`config.mk`:
```
export PLATFORM = sky130hd
export DESIGN_NAME = mc_ctrl_hs_flat
export DESIGN_NICKNAME = d
export VERILOG_FILES = /design/src/rtl/mc_ctrl_hs_if.sv /design/src/rtl/mc_ctrl_hs.sv /design/src/flat_wrapper.sv
export SDC_FILE = /design/constraint.sdc
export NUM_CORES = 1
export LEC_CHECK = 0
export ABC_AREA = 1
export BUFFER_PORTS_ARGS = -buffer_cell sky130_fd_sc_hd__buf_4
export CORE_MARGIN = 2
export CORE_UTILIZATION = 55
export CTS_CLUSTER_SIZE = 40
export DETAILED_ROUTE_END_ITERATION = 8
export PLACE_DENSITY = 0.86
export SKIP_LAST_GASP = 1
export SLEW_MARGIN = 25
export SYNTH_ARGS = -nofsm -noshare
export SYNTH_HDL_FRONTEND = slang
export SYNTH_SLANG_ARGS = --single-unit
```
`constraint.sdc`:
```
create_clock -name CLK -period 2.4 [get_ports CLK]
set_input_delay 0.24 -clock CLK [delete_from_list [all_inputs] [get_ports CLK]]
set_output_delay 0.24 -clock CLK [all_outputs]
set_load 0.005 [all_outputs]
```
`src/rtl/mc_ctrl_hs_if.sv`:
```
// mc_ctrl_hs_if: instruction-field, flag and control bundle between the
// multicycle control FSM (master) and the datapath/memory side (slave).
// Carries the instruction fields, the ALU zero flag, memory ready, every enable and select, and debug state.
interface mc_ctrl_hs_if #(
  parameter int CNT_W = 32
);
  logic [5:0]       Op;
  logic [5:0]       Funct;
  logic             Zero;
  logic             MemReady;
  logic             PCEn;
  logic             IorD;
  logic             MemRead;
  logic             MemWrite;
  logic             IRWrite;
  logic             RegWrite;
  logic             RegDst;
  logic             MemToReg;
  logic             ALUSrcA;
  logic [1:0]       ALUSrcB;
  logic [1:0]       PCSrc;
  logic             ExtOp;
  logic [2:0]       ALUCtl;
  logic             Link;
  logic             Illegal;
  logic [3:0]       State;
  logic [CNT_W-1:0] RetireCnt;

  modport master (
    input  Op, Funct, Zero, MemReady,
    output PCEn, IorD, MemRead, MemWrite, IRWrite, RegWrite, RegDst,
           MemToReg, ALUSrcA, ALUSrcB, PCSrc, ExtOp, ALUCtl, Link,
           Illegal, State, RetireCnt
  );

  modport slave (
    output Op, Funct, Zero, MemReady,
    input  PCEn, IorD, MemRead, MemWrite, IRWrite, RegWrite, RegDst,
           MemToReg, ALUSrcA, ALUSrcB, PCSrc, ExtOp, ALUCtl, Link,
           Illegal, State, RetireCnt
  );
endinterface

```
`src/rtl/mc_ctrl_hs.sv`:
```
// mc_ctrl_hs: multicycle MIPS control FSM with memory ready handshake, wait timeout, illegal-instruction trap, retire counter.
// Latency: one state per cycle; FETCH/MEMRD/MEMWR stall until MemReady or timeout (MEM_TIMEOUT, 0 = never).
// Define MC_CTRL_JAL_EN to decode JAL (link to $31); otherwise JAL traps and Link stays 0.
module mc_ctrl_hs #(
  parameter int MEM_TIMEOUT = 16,
  parameter int CNT_W       = 32
) (
  input logic          CLK,
  input logic          Reset,
  mc_ctrl_hs_if.master hs
);

  typedef enum logic [3:0] {
    FETCH  = 4'd0,
    DECODE = 4'd1,
    MEMADR = 4'd2,
    MEMRD  = 4'd3,
    MEMWB  = 4'd4,
    MEMWR  = 4'd5,
    REX    = 4'd6,
    RWB    = 4'd7,
    BEX    = 4'd8,
    IEX    = 4'd9,
    IWB    = 4'd10,
    JEX    = 4'd11,
    TRAP   = 4'd12
  } state_t;

  localparam logic [5:0] OP_RTYPE = 6'b000000;
  localparam logic [5:0] OP_LW    = 6'b100011;
  localparam logic [5:0] OP_SW    = 6'b101011;
  localparam logic [5:0] OP_BEQ   = 6'b000100;
  localparam logic [5:0] OP_BNE   = 6'b000101;
  localparam logic [5:0] OP_J     = 6'b000010;
  localparam logic [5:0] OP_ADDI  = 6'b001000;
  localparam logic [5:0] OP_SLTI  = 6'b001010;
  localparam logic [5:0] OP_ANDI  = 6'b001100;
  localparam logic [5:0] OP_ORI   = 6'b001101;
`ifdef MC_CTRL_JAL_EN
  localparam logic [5:0] OP_JAL   = 6'b000011;
`endif

  localparam logic [5:0] FN_ADD = 6'b100000;
  localparam logic [5:0] FN_SUB = 6'b100010;
  localparam logic [5:0] FN_AND = 6'b100100;
  localparam logic [5:0] FN_OR  = 6'b100101;
  localparam logic [5:0] FN_SLT = 6'b101010;

  localparam logic [2:0] ALU_ADD = 3'b010;
  localparam logic [2:0] ALU_SUB = 3'b110;
  localparam logic [2:0] ALU_AND = 3'b000;
  localparam logic [2:0] ALU_OR  = 3'b001;
  localparam logic [2:0] ALU_SLT = 3'b111;

  // Wait counter only has to be wide enough to hold the limit itself.
  localparam int                WAIT_W     = (MEM_TIMEOUT > 1) ? $clog2(MEM_TIMEOUT + 1) : 1;
  localparam logic [WAIT_W-1:0] WAIT_LIMIT = WAIT_W'(MEM_TIMEOUT);

  state_t            state, state_nxt;
  logic [WAIT_W-1:0] wait_q;
  logic              illegal_q;
  logic [CNT_W-1:0]  retire_q;

  logic       mem_state, timeout, op_jal;
  logic       funct_ok;
  logic [2:0] rtype_ctl, imm_ctl;
  logic       imm_ext;

  logic       pcen_c, irwrite_c, memread_c, memwrite_c, regwrite_c, link_c;
  logic       iord_c, regdst_c, memtoreg_c, alusrca_c, extop_c;
  logic [1:0] alusrcb_c, pcsrc_c;
  logic [2:0] aluctl_c;

  assign mem_state = (state == FETCH) || (state == MEMRD) || (state == MEMWR);
  // The limit only fires when MemReady is absent; a same-cycle ready still completes normally.
  assign timeout   = (MEM_TIMEOUT != 0) && (wait_q == WAIT_LIMIT);

`ifdef MC_CTRL_JAL_EN
  assign op_jal = (hs.Op == OP_JAL);
`else
  assign op_jal = 1'b0;
`endif

  // R-type funct decode: ALU operation and whether the funct is supported
  always_comb begin
    funct_ok  = 1'b1;
    rtype_ctl = ALU_ADD;
    case (hs.Funct)
      FN_ADD:  rtype_ctl = ALU_ADD;
      FN_SUB:  rtype_ctl = ALU_SUB;
      FN_AND:  rtype_ctl = ALU_AND;
      FN_OR:   rtype_ctl = ALU_OR;
      FN_SLT:  rtype_ctl = ALU_SLT;
      default: funct_ok  = 1'b0;
    endcase
  end

  // Immediate-class decode: ALU operation and sign/zero extension, shared by IEX and IWB
  always_comb begin
    imm_ctl = ALU_ADD;
    imm_ext = 1'b1;
    case (hs.Op)
      OP_SLTI: imm_ctl = ALU_SLT;
      OP_ANDI: begin imm_ctl = ALU_AND; imm_ext = 1'b0; end
      OP_ORI:  begin imm_ctl = ALU_OR;  imm_ext = 1'b0; end
      default: ;
    endcase
  end

  // State register
  always_ff @(posedge CLK or posedge Reset) begin
    if (Reset) state <= FETCH;
    else       state <= state_nxt;
  end

  // Next-state logic; memory states hold for MemReady and escape to TRAP on timeout
  always_comb begin
    state_nxt = state;
    case (state)
      FETCH:  if (hs.MemReady) state_nxt = DECODE; else if (timeout) state_nxt = TRAP;
      DECODE: begin
        case (hs.Op)
          OP_LW, OP_SW:                      state_nxt = MEMADR;
          OP_RTYPE:                          state_nxt = funct_ok ? REX : TRAP;
          OP_BEQ, OP_BNE:                    state_nxt = BEX;
          OP_J:                              state_nxt = JEX;
          OP_ADDI, OP_SLTI, OP_ANDI, OP_ORI: state_nxt = IEX;
          default:                           state_nxt = op_jal ? JEX : TRAP;
        endcase
      end
      MEMADR: state_nxt = (hs.Op == OP_LW) ? MEMRD : MEMWR;
      MEMRD:  if (hs.MemReady) state_nxt = MEMWB; else if (timeout) state_nxt = TRAP;
      MEMWB:  state_nxt = FETCH;
      MEMWR:  if (hs.MemReady) state_nxt = FETCH; else if (timeout) state_nxt = TRAP;
      REX:    state_nxt = RWB;
      RWB:    state_nxt = FETCH;
      IEX:    state_nxt = IWB;
      IWB:    state_nxt = FETCH;
      BEX:    state_nxt = FETCH;
      JEX:    state_nxt = FETCH;
      TRAP:   state_nxt = TRAP;
      default: state_nxt = TRAP;
    endcase
  end

  // Control outputs per state; PCEn/IRWrite also follow MemReady (FETCH) and Zero (BEX)
  always_comb begin
    pcen_c     = 1'b0;
    irwrite_c  = 1'b0;
    memread_c  = 1'b0;
    memwrite_c = 1'b0;
    regwrite_c = 1'b0;
    link_c     = 1'b0;
    iord_c     = 1'b0;
    regdst_c   = 1'b0;
    memtoreg_c = 1'b0;
    alusrca_c  = 1'b0;
    alusrcb_c  = 2'b00;
    pcsrc_c    = 2'b00;
    extop_c    = 1'b0;
    aluctl_c   = ALU_ADD;
    case (state)
      FETCH: begin
        memread_c = 1'b1;
        alusrcb_c = 2'b01;
        irwrite_c = hs.MemReady;
        pcen_c    = hs.MemReady;
      end
      DECODE: begin
        alusrcb_c = 2'b11;
        extop_c   = 1'b1;
      end
      MEMADR: begin
        alusrca_c = 1'b1;
        alusrcb_c = 2'b10;
        extop_c   = 1'b1;
      end
      MEMRD: begin
        memread_c = 1'b1;
        iord_c    = 1'b1;
      end
      MEMWB: begin
        regwrite_c = 1'b1;
        memtoreg_c = 1'b1;
      end
      MEMWR: begin
        memwrite_c = 1'b1;
        iord_c     = 1'b1;
      end
      REX: begin
        alusrca_c = 1'b1;
        aluctl_c  = rtype_ctl;
      end
      RWB: begin
        regwrite_c = 1'b1;
        regdst_c   = 1'b1;
      end
      IEX: begin
        alusrca_c = 1'b1;
        alusrcb_c = 2'b10;
        aluctl_c  = imm_ctl;
        extop_c   = imm_ext;
      end
      IWB: begin
        regwrite_c = 1'b1;
        aluctl_c   = imm_ctl;
        extop_c    = imm_ext;
      end
      BEX: begin
        alusrca_c = 1'b1;
        aluctl_c  = ALU_SUB;
        pcsrc_c   = 2'b01;
        pcen_c    = hs.Zero ^ hs.Op[0];
      end
      JEX: begin
        pcsrc_c = 2'b10;
        pcen_c  = 1'b1;
        if (op_jal) begin
          regwrite_c = 1'b1;
          link_c     = 1'b1;
        end
      end
      default: ;
    endcase
  end

  // Wait counter: restarts on every state change, counts cycles spent waiting for MemReady
  always_ff @(posedge CLK or posedge Reset) begin
    if (Reset)                           wait_q <= '0;
    else if (state_nxt != state)         wait_q <= '0;
    else if (mem_state && !hs.MemReady)  wait_q <= wait_q + WAIT_W'(1);
  end

  // Sticky illegal flag, set as the FSM enters TRAP
  always_ff @(posedge CLK or posedge Reset) begin
    if (Reset)                  illegal_q <= 1'b0;
    else if (state_nxt == TRAP) illegal_q <= 1'b1;
  end

  // Retire counter: every completing state returns to FETCH, so count each such return
  always_ff @(posedge CLK or posedge Reset) begin
    if (Reset)                                   retire_q <= '0;
    else if (state != FETCH && state_nxt == FETCH) retire_q <= retire_q + CNT_W'(1);
  end

  assign hs.PCEn      = pcen_c     & ~Reset;
  assign hs.IRWrite   = irwrite_c  & ~Reset;
  assign hs.MemRead   = memread_c  & ~Reset;
  assign hs.MemWrite  = memwrite_c & ~Reset;
  assign hs.RegWrite  = regwrite_c & ~Reset;
  assign hs.Link      = link_c     & ~Reset;
  assign hs.IorD      = iord_c;
  assign hs.RegDst    = regdst_c;
  assign hs.MemToReg  = memtoreg_c;
  assign hs.ALUSrcA   = alusrca_c;
  assign hs.ALUSrcB   = alusrcb_c;
  assign hs.PCSrc     = pcsrc_c;
  assign hs.ExtOp     = extop_c;
  assign hs.ALUCtl    = aluctl_c;
  assign hs.Illegal   = illegal_q;
  assign hs.State     = state;
  assign hs.RetireCnt = retire_q;

endmodule

```
`src/flat_wrapper.sv`:
```
// flat-port wrapper written by rule: the top's interface ports become plain ports
module mc_ctrl_hs_flat 
#(
  parameter int MEM_TIMEOUT = 16,
  parameter int CNT_W       = 32
)
  (CLK, Reset, hs_Op, hs_Funct, hs_Zero, hs_MemReady, hs_PCEn, hs_IorD, hs_MemRead, hs_MemWrite, hs_IRWrite, hs_RegWrite, hs_RegDst, hs_MemToReg, hs_ALUSrcA, hs_ALUSrcB, hs_PCSrc, hs_ExtOp, hs_ALUCtl, hs_Link, hs_Illegal, hs_State, hs_RetireCnt);
  mc_ctrl_hs_if #(.CNT_W(CNT_W)) hs_i ();
  input logic CLK;
  input logic Reset;
  input wire logic [$bits(hs_i.Op)-1:0] hs_Op;
  input wire logic [$bits(hs_i.Funct)-1:0] hs_Funct;
  input wire logic [$bits(hs_i.Zero)-1:0] hs_Zero;
  input wire logic [$bits(hs_i.MemReady)-1:0] hs_MemReady;
  output wire logic [$bits(hs_i.PCEn)-1:0] hs_PCEn;
  output wire logic [$bits(hs_i.IorD)-1:0] hs_IorD;
  output wire logic [$bits(hs_i.MemRead)-1:0] hs_MemRead;
  output wire logic [$bits(hs_i.MemWrite)-1:0] hs_MemWrite;
  output wire logic [$bits(hs_i.IRWrite)-1:0] hs_IRWrite;
  output wire logic [$bits(hs_i.RegWrite)-1:0] hs_RegWrite;
  output wire logic [$bits(hs_i.RegDst)-1:0] hs_RegDst;
  output wire logic [$bits(hs_i.MemToReg)-1:0] hs_MemToReg;
  output wire logic [$bits(hs_i.ALUSrcA)-1:0] hs_ALUSrcA;
  output wire logic [$bits(hs_i.ALUSrcB)-1:0] hs_ALUSrcB;
  output wire logic [$bits(hs_i.PCSrc)-1:0] hs_PCSrc;
  output wire logic [$bits(hs_i.ExtOp)-1:0] hs_ExtOp;
  output wire logic [$bits(hs_i.ALUCtl)-1:0] hs_ALUCtl;
  output wire logic [$bits(hs_i.Link)-1:0] hs_Link;
  output wire logic [$bits(hs_i.Illegal)-1:0] hs_Illegal;
  output wire logic [$bits(hs_i.State)-1:0] hs_State;
  output wire logic [$bits(hs_i.RetireCnt)-1:0] hs_RetireCnt;
  assign hs_i.Op = hs_Op;
  assign hs_i.Funct = hs_Funct;
  assign hs_i.Zero = hs_Zero;
  assign hs_i.MemReady = hs_MemReady;
  assign hs_PCEn = hs_i.PCEn;
  assign hs_IorD = hs_i.IorD;
  assign hs_MemRead = hs_i.MemRead;
  assign hs_MemWrite = hs_i.MemWrite;
  assign hs_IRWrite = hs_i.IRWrite;
  assign hs_RegWrite = hs_i.RegWrite;
  assign hs_RegDst = hs_i.RegDst;
  assign hs_MemToReg = hs_i.MemToReg;
  assign hs_ALUSrcA = hs_i.ALUSrcA;
  assign hs_ALUSrcB = hs_i.ALUSrcB;
  assign hs_PCSrc = hs_i.PCSrc;
  assign hs_ExtOp = hs_i.ExtOp;
  assign hs_ALUCtl = hs_i.ALUCtl;
  assign hs_Link = hs_i.Link;
  assign hs_Illegal = hs_i.Illegal;
  assign hs_State = hs_i.State;
  assign hs_RetireCnt = hs_i.RetireCnt;
  mc_ctrl_hs #(.MEM_TIMEOUT(MEM_TIMEOUT), .CNT_W(CNT_W)) u_core (.CLK(CLK), .Reset(Reset), .hs(hs_i));
endmodule
```
==> results of run 1 <==
-- Yosys cell counts (all sizes together) (2+ instances only) --
master and instances:
nand4 13, nand3 60, nor3 15, nand3b 4, xnor2 14, buf 8, nand2 163, nor2 68
xor2 18, dfrtp 42, inv 46, ha 3, a21oi 2, o21ai 10
-- stage by stage --
| stage | util [%] | hold WS [ns] | std cells | total power, mW | area (um^2) |
|---|---|---|---|---|---|
| after detailed placement | 67.60 | 0.4644 | 615 | 0.7830 | 3722 |
| after floorplan | - | 0.4510 | 477 | 0.7492 | 3127 |
| final | 69.28 | 0.1159 | 623 | 1.247 | 3815 |
| after global placement | 67.60 | 0.4573 | 615 | 0.7803 | 3722 |
| after global routing | 69.28 | 0.1657 | 623 | 1.289 | 3815 |
| after CTS | 69.28 | 0.1451 | 623 | 1.253 | 3815 |
-- state kept, by name, summed over array words and instances, names as in the netlist --
signal,count
u_core.hs.RetireCnt,32
u_core.wait_q,5
u_core.hs.State,4
u_core.hs.Illegal,1
-- layout make-up --
| type | instances | share of cell area [%] |
|---|---|---|
| timing repair buffer | 75 | 14.76 |
| clock buffer | 5 | 1.804 |
| inverter | 47 | 4.624 |
| sequential | 42 | 27.55 |
| tap | 72 | 2.361 |
| clock inverter | 3 | 0.6232 |
| multi-input combinational | 379 | 48.28 |
-- per-layer routing --
metal / routed length (um) / track usage (%) / share of wire [%] / vias up
li1: - / - / - / 1663
met1: 3573 / 34.92 / 41 / 1554
met3: 413 / 3.733 / 4.8 / 18
met2: 4497 / 52.46 / 52 / 108
met4: 179 / 10.52 / 2.1 / 0
met5: 0 / 0 / 0 / -
-- path summary, 6_finish.rpt --
kind | from | endpoint | slack, ns
worst min-delay path | Reset | u_core.hs.RetireCnt[1]$_DFFE_PP0P_ | 0.12
max in group asynchronous | Reset | u_core.hs.State[1]$_DFF_PP0_ | 1.91
worst max-delay path | u_core.hs.State[2]$_DFF_PP0_ | u_core.hs.RetireCnt[2]$_DFFE_PP0P_ | 0.29
worst min register to register | u_core.hs.Illegal$_DFFE_PP0N_ | u_core.hs.Illegal$_DFFE_PP0N_ | 0.48
worst max register to register | u_core.hs.State[2]$_DFF_PP0_ | u_core.hs.RetireCnt[2]$_DFFE_PP0P_ | 0.29
min in group CLK | hs_MemReady | u_core.hs.State[0]$_DFF_PP0_ | 0.42
-- tightest hold or removal path: stages --
cell and delay [ns]:
buf_4 0.13, inv_1 0.05, buf_4 0.45
-- kinds of logic after synthesis --
family	share of synthesized area (%)
adders and majority gates	1.201
xor gates and xnor gates	8.964
buffers and inverters	7.483
DFF	33.61
and+or+nand+nor	45.74
AOI/OAI and AO/OA	2.882
other	0.1199
-- power by group through the flow --
stage | combinational (mW) | sequential [mW] | clock [mW]
final | 0.0614 | 0.707 | 0.478
after detailed placement | 0.0619 | 0.721 | 0
after global routing | 0.0692 | 0.707 | 0.512
after global placement | 0.0592 | 0.721 | 0
after floorplan | 0.0281 | 0.721 | 0
after CTS | 0.0620 | 0.707 | 0.484
==> summary.txt, run 1 <==
Floorplan
  • Die height: 79.40 um
  • Die X: 79.40 um
  • Core area: 5507 um^2
  • Die ar.: 6304 um^2
  • Ports: slightly above 70
  • Initial Utilization: between 50 and 60%
  • Cell Rows: 27

STA
  • Setup WS post-layout: ~0.3 ns
  • Tightest Pin Transition: 0.5517 ns
  • Max frequency: 0.4744 GHz
  • Crit path time final: approximately 2.1 ns
  • Setup Skew: 0.008490 ns
  • Max Slew Vio Count: 0
  • Slew headroom: 63.22%
  • Fin. Hold Viols: 0
  • Crit share post-route: 87.83%
  • Final setup fails: 0
  • Setup TNS: 0 ns
  • Unrepaired setup endpoints after global routing: no

Setup path
  • Slowest-stage cell, CP: dfrtp_1
  • CP Cell Sequence: inv_2 > nor2_1 > nand2_1 > nand3_2 > inv_2 > nor2_1 > nor2_2 > nand3_1 > nor2_4 > nand2_4 > o21ai_0
  • Critical Path RT: roughly 2.6 ns
  • Worst Setup Start Kind: flop
  • Crit Path Max Fanout: 37
  • Buf/Inv on CP: 2
  • CP top delay family: simple AND/OR/NAND/NOR gates
  • CP arrival: 2.28 ns
  • Crit path largest cell delay: 0.51 ns
  • R2R depth: 11
  • Setup CP Type: flop to flop
  • CP Capture Type: flop
  • Critical path depth: 11

Power
  • Switch Pwr: between 300 and 400 uW
  • Internal: 938.6 uW
  • PwrDens: approximately 330 nW/um^2
  • Reg power frac: between 50% and 60%
  • LEAKAGE: between 2 and 2.5 nW
  • Clock power share: 38.4%
  • Combinational cell fraction of total power: 4.9%
  • Worst vdd ir: 0.3826 mV
  • Sw Ratio: 24.71%

Synthesis
  • Top cells by area, synth: dfrtp_1 34%, nand2_1 19%, nand3_1 9.3%, nor2_1 7.4%, xor2_1 5.0%
  • YS warnings: 0
  • Main flop type after synthesis: dfrtp_1
  • Syn_nets: 496
  • Area leader, netlist: dfrtp_1
  • Synth Cell Area: between 3000 and 4000 um^2
  • Post-synth EDFFs: 0
  • Synth top area share: 33.61%
  • Syn_area_per_cell: ~6.6 um^2
  • Netlist cell types: 34
  • Synth Register Bits: 42
  • Sequential area share after synthesis: 33.61%
  • Post-synth ARST share: 100.0%
  • Synth Instances: 477

Layout
  • Layout cells sized above 1: a little under a fifth
  • Area of the multi-input gates: 1842 um^2
  • Most common cell after layout, fill and taps aside: nand2_1
  • Layout fillers: ~500
  • Diodes inserted: 0
  • Reg area: 1051 um^2
  • Most frequent cells in the layout: 159 x nand2_1, 75 x buf_4, 62 x nor2_1, 58 x nand3_1, 42 x dfrtp_1
  • Area growth, synth to finish: 22.01%
  • Layout Nets: approximately 570

Placed design
  • Dpl hpwl: 6.688 mm
  • DP Worst Slack: 0.3385 ns
  • GP Congestion: 0.9943
  • I/O Buffers: 69

Clock network
  • Clock sink count: 42
  • Setup Fix Bufs, Post-CTS: 0
  • CTS H-Tree Depth: 2
  • Reg clk slew, reported paths: 0.09 ns
  • Clk_lat worst skew: around 0.3 ns
  • CTS root buf: clkbuf_8
  • Post-cts sizing count: 0
  • Max Root-Sink Buffers: 2
  • Hold_buf cts: 0
  • CTS tree: built
  • CTS Buf Count: 5

Global routing
  • Tot GR Track Use: 28.89%
  • Number of global-route vias before repair: approximately 3.2k
  • Global-route wire length before repair: between 10 and 15 mm
  • Initial antenna violation count: 0
  • Largest net degree at the start of global routing: 43
  • Overflow after GRT: 0

Routing
  • Post-route ant nets: 0
  • Vias per Instance: 5.366
  • Routed WL per cell: 13.91 um
  • DRC violation count after routing: 0
  • DR vias: between 3k and 4k
  • First-pass iteration count of the detailed router: 5
  • Detailed-route wire length: 8.664 mm
  • Drt initial violations: 143

Outcome
  • Outcome: finished, final reports clean

Hold path
  • Min-Delay Path Class: primary input to asynchronous set/reset pin

Flow run
  • Max Cap Viol: 0
No activity file was read; power rests on OpenSTA's default activity.
==> run 2: changes to the inputs <==
clock period = 2 ns   (was 2.4 ns; I/O delays follow)
==> run 2 against run 1 <==
Effect of this change: critical path type unchanged; flip-flop and latch count is the same; register-to-register slack lost 0.26 ns; cell count grew 3.4%; power grew 19%; largest cell class unchanged; critical path depth grew 5.
==> summary.txt, run 2 (same netlist as run 1, synthesis figures left out) <==
Placed design
  • Area post-placement: 3782 um^2 (was 3722 um^2)
  • Dpl cells: 623 (was 615)
  • Dpl hpwl: 6.604 mm (was 6.688 mm)
  • DP Worst Slack: -0.05483 ns (was 0.3385 ns)
  • GP Congestion: 0.9915 (was 0.9943)
  • I/O Buffers: 69 (unchanged)

Routing
  • DR vias: 3,530 (was 3,343)
  • Vias per Instance: 5.481 (was 5.366)
  • Routed WL per cell: 14.62 um (was 13.91 um)
  • Detailed-route wire length: 9.413 mm (was 8.664 mm)
  • First-pass iteration count of the detailed router: 5 (unchanged)
  • Drt initial violations: 190 (was 143)
  • DRC violation count after routing: 0 (unchanged)
  • Post-route ant nets: 0 (unchanged)

Layout
  • Final cell count without fillers: 644 (was 623)
  • Final Cell Area: 4217 um^2 (was 3815 um^2)
  • Most common cell after layout, fill and taps aside: nand2_1 (unchanged)
  • Layout fillers: 443 (was 501)
  • Max reg flops: 32 (unchanged)
  • Layout cells sized above 1: 29.20% (was 19.06%)
  • Layout Nets: 590 (was 569)
  • Area growth, synth to finish: 34.85% (was 22.01%)
  • Core Util, Final: 76.57% (was 69.28%)
  • Most frequent cells in the layout: 130 x nand2_1, 86 x buf_4, 60 x nor2_1, 57 x nand3_1, 41 x dfrtp_1 (was 159 x nand2_1, 75 x buf_4, 62 x nor2_1, 58 x nand3_1, 42 x dfrtp_1)
  • Diodes inserted: 0 (unchanged)

Setup path
  • Crit Path Max Fanout: 5 (was 37)
  • Worst setup path endpoint: u_core.hs.RetireCnt[6]$_DFFE_PP0P_ (was u_core.hs.RetireCnt[2]$_DFFE_PP0P_)
  • Worst flop-to-flop path endpoint: u_core.hs.RetireCnt[6]$_DFFE_PP0P_ (was u_core.hs.RetireCnt[2]$_DFFE_PP0P_)
  • CP Capture Type: flop (unchanged)
  • R2R depth: 16 (was 11)
  • Critical Path RT: 2.18 ns (was 2.57 ns)
  • Setup CP Type: flop to flop (unchanged)
  • CP arrival: 2.16 ns (was 2.28 ns)
  • R2r startpoint: u_core.wait_q[1]$_DFFE_PP0P_ (was u_core.hs.State[2]$_DFF_PP0_)
  • Flop-to-flop setup slack: 0.03 ns (was 0.29 ns)
  • Worst Setup Start Kind: flop (unchanged)
  • Crit path from: u_core.wait_q[1]$_DFFE_PP0P_ (was u_core.hs.State[2]$_DFF_PP0_)

Hold path
  • Min-Delay Path Class: primary input to asynchronous set/reset pin (unchanged)

Clock network
  • Max Root-Sink Buffers: 2 (unchanged)
  • Hold_buf cts: 0 (unchanged)
  • CTS tree: built (unchanged)
  • CTS Buf Count: 5 (unchanged)
  • CTS H-Tree Depth: 2 (unchanged)
  • Clock sink count: 42 (unchanged)
  • Clk_lat worst skew: 0.30 ns (about the same)
  • Reg clk slew, reported paths: 0.09 ns (about the same)
  • CTS root buf: clkbuf_8 (unchanged)

Global routing
  • Number of global-route vias before repair: 3,292 (was 3,152)
  • Tot GR Track Use: 29.64% (was 28.89%)
  • Largest net degree at the start of global routing: 43 (unchanged)
  • Global-route wire length before repair: 14.90 mm (was 14.41 mm)
  • Overflow after GRT: 0 (unchanged)
  • Initial antenna violation count: 0 (unchanged)

Floorplan
  • Ports: 71 (unchanged)
  • Die X: 79.40 um (unchanged)
  • Core area: 5507 um^2 (unchanged)
  • Die ar.: 6304 um^2 (unchanged)
  • Die height: 79.40 um (unchanged)
  • Cell Rows: 27 (unchanged)
  • Initial Utilization: 56.78% (unchanged)

STA
  • Unrepaired setup endpoints after global routing: yes (was no)
  • Min Hold Slack: 0.06690 ns (was 0.1159 ns)
  • Max Slew Vio Count: 0 (unchanged)
  • Setup TNS: 0 ns (unchanged)
  • Slew headroom: 63.55% (was 63.22%)
  • Fin. Hold Viols: 0 (unchanged)
  • Crit share post-route: 98.63% (was 87.83%)
  • Max frequency: 0.5069 GHz (was 0.4744 GHz)
  • Setup Skew: 0.008339 ns (was 0.008490 ns)
  • Final setup fails: 0 (unchanged)
  • Tightest Pin Transition: 0.5468 ns (was 0.5517 ns)
  • Crit path time final: 1.973 ns (was 2.108 ns)
  • Setup WS post-layout: 0.02739 ns (was 0.2920 ns)

Outcome
  • Outcome: finished, final reports clean (unchanged)

Power
  • Worst vdd ir: 0.3318 mV (was 0.3826 mV)
  • LEAKAGE: 2.142 nW (was 2.018 nW)
  • PwrDens: 351.6 nW/um^2 (was 326.8 nW/um^2)
  • Final Power: 1.482 mW (was 1.247 mW)

Flow run
  • Max Cap Viol: 0 (unchanged)
run 2: cell count changes in the layout (fill, tap and decap cells not counted), sizes merged:
cell,change
nand2,+6
buf,+15
run 2: worst min-delay path by stage:
stage	cells after the start	slack [ns]	to	start
after floorplan	1	0.43	hs_MemRead	Reset
after global placement	3	0.41	u_core.hs.State[1]$_DFF_PP0_	Reset
after detailed placement	3	0.41	u_core.hs.State[1]$_DFF_PP0_	Reset
after CTS	3	0.09	u_core.hs.RetireCnt[24]$_DFFE_PP0P_	Reset
after global routing	3	0.11	u_core.hs.RetireCnt[24]$_DFFE_PP0P_	Reset
final	3	0.07	u_core.hs.RetireCnt[24]$_DFFE_PP0P_	Reset
run 2: where the power goes:
part	internal, mW	switching (mW)
sequential	0.848	0
clock	0.249	0.312
combinational	0.0283	0.0446
total	1.13	0.356
run 2: repair_timing:
action                                  CTS  global route
gates cloned                              1             5
resized for setup                         2            58
endpoints found under the hold margin     0             0
setup buffers                             3             4
pin swaps                                 3            16
endpoints found under the setup margin   32            38
run 2: layout make-up:
| class | instances | area (um^2) | share of cell area (%) |
|---|---|---|---|
| Multi-Input combinational cell | 385 | 2085 | 49.44 |
| Sequential cell | 42 | 1052 | 24.96 |
| Timing Repair Buffer | 90 | 720.7 | 17.09 |
| Inverter | 47 | 176.4 | 4.184 |
| Tap cell | 72 | 90.09 | 2.137 |
| Clock buffer | 5 | 68.82 | 1.632 |
| Clock inverter | 3 | 23.77 | 0.5638 |
run 2: layer usage:
| metal | global-route usage [%] | vias to the layer above | routed length (um) |
|---|---|---|---|
| li1 | - | 1717 | - |
| met1 | 36.01 | 1630 | 3796 |
| met2 | 54.07 | 145 | 4697 |
| met3 | 3.959 | 38 | 587 |
| met4 | 9.655 | 0 | 332 |
| met5 | 0 | - | 0 |
run 2: worst max-delay path: stages, from the launching register on:
cell,delay [ns]
dfrtp_1,0.42
inv_2,0.09
ha_4,0.13
nand2_2,0.05
inv_2,0.05
nand2_2,0.06
nand2_2,0.08
nor2_2,0.04
nand2_1,0.08
nand2_2,0.08
nor2_4,0.12
nand2_2,0.08
nor2_4,0.18
buf_12,0.18
nand2_8,0.08
nand2_4,0.06
o21ai_2,0.05
